**config.mk**
```make
export PLATFORM = sky130hd
export DESIGN_NAME = fifo_write_arbiter_flat
export DESIGN_NICKNAME = d
export VERILOG_FILES = /design/src/rtl/fifo_write_arbiter_pkg.sv /design/src/rtl/fifo_write_arbiter_if.sv /design/src/rtl/fifo_write_arbiter_rr_pick.sv /design/src/rtl/fifo_write_arbiter.sv /design/src/flat_wrapper.sv
export SDC_FILE = /design/constraint.sdc
export NUM_CORES = 1
export LEC_CHECK = 0
export CORE_MARGIN = 4
export CORE_UTILIZATION = 30
export CTS_CLUSTER_DIAMETER = 30
export DETAILED_ROUTE_END_ITERATION = 12
export HOLD_SLACK_MARGIN = 0.1
export MAX_ROUTING_LAYER = met4
export PLACE_DENSITY_LB_ADDON = 0.25
export SLEW_MARGIN = 0
export SYNTH_ARGS = -nofsm -noshare
export SYNTH_HDL_FRONTEND = slang
export SYNTH_SLANG_ARGS = --single-unit
```
**constraint.sdc**
```tcl
create_clock -name wrClk -period 4 [get_ports wrClk]
set_input_delay 0.8 -clock wrClk [delete_from_list [all_inputs] [get_ports wrClk]]
set_output_delay 0.8 -clock wrClk [all_outputs]
set_load 0.005 [all_outputs]
```
**src/rtl/fifo_write_arbiter_pkg.sv**
```systemverilog
// Shared types for the FIFO write-port arbiter: FSM state and index-width helper.
package fifo_arb_pkg;

   typedef enum logic {
      IDLE  = 1'b0,
      BURST = 1'b1
   } arb_state_e;

   // Width of an index into n requesters; never narrower than one bit.
   function automatic int idx_w(input int n);
      return (n > 1) ? $clog2(n) : 1;
   endfunction

endpackage

```
**src/rtl/fifo_write_arbiter_if.sv**
```systemverilog
// Producer/FIFO-facing bus of the write arbiter; master is the arbiter side.
interface fifo_write_arbiter_if #(
   parameter int NREQ = 4,
   parameter int W    = 16
) ();
   import fifo_arb_pkg::*;

   localparam int IW = idx_w(NREQ);

   logic [NREQ-1:0]   req;
   logic [NREQ*W-1:0] reqData;
   logic              fifoFull;
   logic [NREQ-1:0]   gnt;
   logic              wrEn;
   logic [W-1:0]      wrData;
   logic [IW-1:0]     owner;
   logic              burstActive;

   modport master (
      input  req, reqData, fifoFull,
      output gnt, wrEn, wrData, owner, burstActive
   );

   modport slave (
      output req, reqData, fifoFull,
      input  gnt, wrEn, wrData, owner, burstActive
   );

endinterface

```
**src/rtl/fifo_write_arbiter_rr_pick.sv**
```systemverilog
// Combinational round-robin picker: first set request after last_ptr_i, wrapping.
module rr_pick
   import fifo_arb_pkg::*;
#(
   parameter int NREQ = 4,
   localparam int IW  = idx_w(NREQ)
) (
   input  logic [NREQ-1:0] req_i,
   input  logic [IW-1:0]   last_ptr_i,
   output logic [NREQ-1:0] onehot_o,
   output logic [IW-1:0]   index_o,
   output logic            any_o
);

   localparam logic [IW:0] NREQ_W = (IW+1)'(NREQ);

   // One extra bit holds last_ptr+k before the modulo fold.
   logic [IW:0] sum;

   always_comb begin
      onehot_o = '0;
      index_o  = '0;
      any_o    = 1'b0;
      sum      = '0;
      for (int k = 1; k <= NREQ; k++) begin
         sum = {1'b0, last_ptr_i} + (IW+1)'(k);
         if (sum >= NREQ_W) begin
            sum = sum - NREQ_W;
         end
         if (!any_o && req_i[sum[IW-1:0]]) begin
            any_o                 = 1'b1;
            index_o               = sum[IW-1:0];
            onehot_o[sum[IW-1:0]] = 1'b1;
         end
      end
   end

endmodule

```
**src/rtl/fifo_write_arbiter.sv**
```systemverilog
// Round-robin, burst-capable arbiter sharing one FIFO write port among NREQ producers.
module fifo_write_arbiter
   import fifo_arb_pkg::*;
#(
   parameter int NREQ      = 4,
   parameter int W         = 16,
   parameter int MAX_BURST = 8
) (
   input  logic                 wrClk,
   input  logic                 wrRst,
   fifo_write_arbiter_if.master bus
);

   localparam int            IW      = idx_w(NREQ);
   localparam int            CW      = $clog2(MAX_BURST + 1);
   localparam logic [CW-1:0] MAX_CNT = CW'(MAX_BURST);

   arb_state_e    st_q, st_d;
   logic [IW-1:0] owner_q, owner_d;
   logic [CW-1:0] beat_q, beat_d;
   logic [IW-1:0] last_q, last_d;

   logic [NREQ-1:0] pick_onehot;
   logic [IW-1:0]   pick_idx;
   logic            pick_any;
   logic [CW-1:0]   beat_inc;
   logic [NREQ-1:0] gnt;
   logic [W-1:0]    data_masked [NREQ];

   rr_pick #(.NREQ(NREQ)) u_pick (
      .req_i      (bus.req),
      .last_ptr_i (last_q),
      .onehot_o   (pick_onehot),
      .index_o    (pick_idx),
      .any_o      (pick_any)
   );

   always_ff @(posedge wrClk or posedge wrRst) begin
      if (wrRst) begin
         st_q    <= IDLE;
         owner_q <= '0;
         beat_q  <= '0;
         last_q  <= IW'(NREQ - 1);
      end else begin
         st_q    <= st_d;
         owner_q <= owner_d;
         beat_q  <= beat_d;
         last_q  <= last_d;
      end
   end

   assign beat_inc = beat_q + CW'(1);

   always_comb begin
      st_d    = st_q;
      owner_d = owner_q;
      beat_d  = beat_q;
      last_d  = last_q;
      case (st_q)
         IDLE: begin
            if (!bus.fifoFull && pick_any) begin
               owner_d = pick_idx;
               beat_d  = CW'(1);
               if (MAX_BURST == 1) begin
                  last_d = pick_idx;
               end else begin
                  st_d = BURST;
               end
            end
         end
         BURST: begin
            // A full FIFO freezes the tenure, even if the owner has dropped its request.
            if (!bus.fifoFull) begin
               if (bus.req[owner_q]) begin
                  beat_d = beat_inc;
                  if (beat_inc == MAX_CNT) begin
                     st_d   = IDLE;
                     last_d = owner_q;
                  end
               end else begin
                  st_d   = IDLE;
                  last_d = owner_q;
               end
            end
         end
         default: st_d = IDLE;
      endcase
   end

   always_comb begin
      gnt = '0;
      if (!wrRst && !bus.fifoFull) begin
         if (st_q == IDLE) begin
            gnt = pick_onehot;
         end else if (bus.req[owner_q]) begin
            gnt[owner_q] = 1'b1;
         end
      end
   end

   genvar gi;
   generate
      for (gi = 0; gi < NREQ; gi++) begin : g_mux
         assign data_masked[gi] = {W{gnt[gi]}} & bus.reqData[gi*W +: W];
      end
   endgenerate

   always_comb begin
      bus.wrData = '0;
      for (int i = 0; i < NREQ; i++) begin
         bus.wrData = bus.wrData | data_masked[i];
      end
   end

   assign bus.gnt         = gnt;
   assign bus.wrEn        = |gnt;
   assign bus.owner       = owner_q;
   assign bus.burstActive = (st_q == BURST);

endmodule

```
**src/flat_wrapper.sv**
```systemverilog
// flat-port wrapper written by rule: the top's interface ports become plain ports
module fifo_write_arbiter_flat import fifo_arb_pkg::*;
#(
   parameter int NREQ      = 4,
   parameter int W         = 16,
   parameter int MAX_BURST = 8
)
  (wrClk, wrRst, bus_req, bus_reqData, bus_fifoFull, bus_gnt, bus_wrEn, bus_wrData, bus_owner, bus_burstActive);
  fifo_write_arbiter_if #(.NREQ(NREQ), .W(W)) bus_i ();
  input  logic wrClk;
  input  logic wrRst;
  input wire logic [$bits(bus_i.req)-1:0] bus_req;
  input wire logic [$bits(bus_i.reqData)-1:0] bus_reqData;
  input wire logic [$bits(bus_i.fifoFull)-1:0] bus_fifoFull;
  output wire logic [$bits(bus_i.gnt)-1:0] bus_gnt;
  output wire logic [$bits(bus_i.wrEn)-1:0] bus_wrEn;
  output wire logic [$bits(bus_i.wrData)-1:0] bus_wrData;
  output wire logic [$bits(bus_i.owner)-1:0] bus_owner;
  output wire logic [$bits(bus_i.burstActive)-1:0] bus_burstActive;
  assign bus_i.req = bus_req;
  assign bus_i.reqData = bus_reqData;
  assign bus_i.fifoFull = bus_fifoFull;
  assign bus_gnt = bus_i.gnt;
  assign bus_wrEn = bus_i.wrEn;
  assign bus_wrData = bus_i.wrData;
  assign bus_owner = bus_i.owner;
  assign bus_burstActive = bus_i.burstActive;
  fifo_write_arbiter #(.NREQ(NREQ), .W(W), .MAX_BURST(MAX_BURST)) u_core (.wrClk(wrClk), .wrRst(wrRst), .bus(bus_i));
endmodule
```
==> metrics.md <==
| Metric | Value |
|---|---|
| Status | `finished clean` |
| Num CTS Buffers | `3` |
| Switch Pwr | `0.8163 mW` |
| Yosys cell types | `48` |
| Internal power | `0.8331 mW` |
| Via density | `5.812` |
| CTS max path bufs | `2` |
| Total Routed Length | `7890 µm` |
| Yosys reg bits | `9` |
| Top-count cell post-synth | `o2111ai_1` |
| CP Launch Type | `input pin` |
| Post-synthesis average cell area | `7.879 µm²` |
| Slew HR | `0.6373` |
| HPWL Detailed | `between 5000 and 6000 µm` |
| Area growth syn-to-layout | `77.69%` |
| First-pass GRT wire length | `12440 µm` |
| Fin Clk Skew | `~2.0 ps` |
| Worst Setup End Kind | `output pin` |
| GP Congestion | `0.9495` |
| Hold_buf cts | `0` |
| Post-synth top flop | `dfrtp_1` |
| DR DRC count | `0` |
| DRT iter0 DRCs | `about 220` |
| Syn nets | `about 310` |
| H-tree Lvls | `1` |
| YS warnings | `0` |
| FMAX | `~0.25 GHz` |
| Nets | `about 430` |
| Clock Sink Count | `9` |
| WP data arrival | `3140 ps` |
| Average wire per standard cell | `18.52 µm` |
| Pwr dens | `507.8 mW/mm²` |
| Final setup vio count | `0` |
| Min-Delay Path Class | `flop to flop` |
| DRT antenna net count | `0` |
| Mapped Cells | `around 230` |
| Largest net degree at the start of global routing | `38` |
| Clk pwr share | `0.066` |
| Synth top area share | `0.3066` |
| Post-synth top area cell | `o2111ai_1` |
| Area contributors post-synth | `o2111ai_1 (31%), dfrtp_1 (9.6%), ha_1 (6.2%)` |
| FF+latch area | `227.7 µm²` |
| Core Region | `around 0.006 mm²` |
| Seq/Total Area, Yosys | `0.1246` |
| Total power | `between 1.5 and 2 mW` |
| CTS Root Cell | `clkbuf_8` |
| Switching Fraction | `0.4949` |
| CTS tree | `yes` |
| Synth async-reset ratio | `1.000` |
| # IOs | `95` |
| Initial core utilization | `0.3087` |
| CP max FO | `6` |
| Tmin final | `3937 ps` |
| Synthesized cell area | `0.001828 mm²` |
| Max cap viols | `0` |
| Clock transition at the registers of the reported paths | `50 ps` |
| Die area | `0.007406 mm²` |
| Slew Viols, Final | `0` |
| Final hold viol count | `0` |
| Final Cycle Share | `0.9843` |
| Hold WS | `537.1 ps` |
| Slew @ Worst Pin | `540.8 ps` |
| Worst EP required | `3200 ps` |
| Die X | `about 86 µm` |
| Total global-route track usage | `0.2112` |
| Via count | `2476` |
| EDFF count, synth | `0` |
| Share of cells above drive strength 1 | `0.2365` |
| R2R Path Start | `u_core.last_q[1]` |
| Pleak | `~1.4 nW` |
| Combinational group share of total power | `0.809` |
| Peak supply drop | `0.0003540 V` |
| Post-synth top cells | `o2111ai_1 (64), inv_1 (20), nand2_1 (18)` |
| Multi-input gate area | `0.001471 mm²` |
| Sequential share of power | `0.126` |
| Worst-Skew Late Latency | `240 ps` |
| 1st-pass router iterations | `4` |
| Remaining Overflow, GRT | `0` |
| Fill cells | `slightly below 600` |
| PortBufs | `94` |
| Initial antenna violation count | `0` |
| Crit Path Category | `input pin to output pin` |
| N_diodes | `0` |
| Die height | `~86 µm` |
| Critical Path Start | `bus_req[3]` |
| Hold Path Origin | `u_core.beat_q[0]` |
| Vias in the first global route | `2440` |
| Site row count | `28` |
registers in the layout, indices dropped and copies added (netlist names):
signal                  cells
u_core.beat_q               4
u_core.last_q               2
u_core.bus.burstActive      1
u_core.bus.owner            2
cell families after synthesis:
family	Yosys count	synth area share
AO/OA/AOI/OAI	103	0.4832
multiplexers	6	0.05955
buffers and inverters	50	0.1204
AND/OR/NAND/NOR	54	0.1458
flip-flops	9	0.1246
XOR/XNOR	1	0.004792
adder cells (fa/ha/maj)	9	0.06160
cell type report:
| type | count | share of cell area |
|---|---|---|
| multi-input cells | 173 | 0.4530 |
| repair buffers | 142 | 0.4072 |
| flip-flops and latches | 9 | 0.07011 |
| well taps | 75 | 0.02889 |
| inverters | 23 | 0.02696 |
| clock buffers | 4 | 0.01387 |
path summary, 6_finish.rpt:
kind                                     endpoint  slack [ps]  cells after the start
setup / recovery                    bus_wrData[7]          60                     10
hold / removal                   u_core.beat_q[0]         540                      1
setup reg to reg              u_core.bus.owner[0]        1610                      9
hold reg to reg                  u_core.beat_q[0]         540                      1
max in group asynchronous        u_core.last_q[0]        2760                      2
min in group asynchronous  u_core.bus.burstActive         940                      2
power groups by stage:
| stage | registers [mW] | clock network [mW] | logic (mW) |
|---|---|---|---|
| 6_report | 0.207 | 0.108 | 1.33 |
| 5_1_grt | 0.217 | 0.122 | 1.44 |
| 4_1_cts | 0.206 | 0.111 | 1.30 |
| 3_5_place_dp | 0.207 | 0 | 1.29 |
| 3_3_place_gp | 0.205 | 0 | 1.27 |
| 2_1_floorplan | 0.184 | 0 | 0.768 |
repair_timing:
| action | 4_1_cts | 5_1_grt |
|---|---|---|
| endpoints found under the setup margin | 21 | 19 |
| gates resized for setup | 50 | 15 |
| buffers inserted | 7 | 2 |
| pin swaps | 2 | 4 |
| cloned | 0 | 1 |
worst max-delay path: stages:
cell	delay, ps
dlygate4sd2_1	290
or3b_4	410
a2111oi_4	380
a41oi_2	100
a21boi_2	250
o221ai_4	170
buf_6	180
buf_4	130
o2111ai_1	160
clkdlybuf4s15_1	250
stage by stage:
step                  util  worst slack, ps  area, µm²  std cells  setup TNS (ps)
global placement    0.5156           -321.6       3053        412           -4819
floorplan                -            176.1       1828        232               0
CTS                 0.5429           -147.7       3214        423          -150.6
detailed placement  0.5156           -364.3       3053        412           -5695
finish              0.5486            62.65       3248        426               0
global route        0.5486           -18.19       3248        426          -45.62
cells in the final DEF (no fill, tap or decap), types with 2 or more instances in the layout:
cell type	Yosys	routed
or3b_1	3	2
nor3_1	5	4
buf_2	7	2
ha_1	9	8
dfstp_2	2	2
a21boi_4	1	3
nor2_1	12	10
clkbuf_2	0	5
inv_1	20	20
clkdlybuf4s50_1	0	69
nand2_1	18	17
mux4_2	2	2
o21ai_0	10	9
dlymetal6s2s_1	0	4
dlygate4sd2_1	0	9
nand3b_1	3	3
buf_4	2	37
buf_6	2	8
mux2_4	2	2
o2111ai_1	64	63
o211a_1	3	3
clkdlybuf4s15_1	0	6
a221o_1	4	4
a221oi_1	2	2
clkbuf_8	0	3
a21oi_1	5	5
nand3_1	6	6
buf_12	0	2
nor2b_1	2	2
dfrtp_1	7	7
layer usage:
layer,global-route usage,routed length [µm],vias to the layer above,part of all wire
met5,-,0,-,0
met4,0.03741,58,0,0.0074
met3,0.01633,612,6,0.078
met2,0.3532,3998,105,0.51
met1,0.2810,3222,1167,0.41
li1,-,-,1198,-
Note: power is estimated with default switching activity, not from simulation.
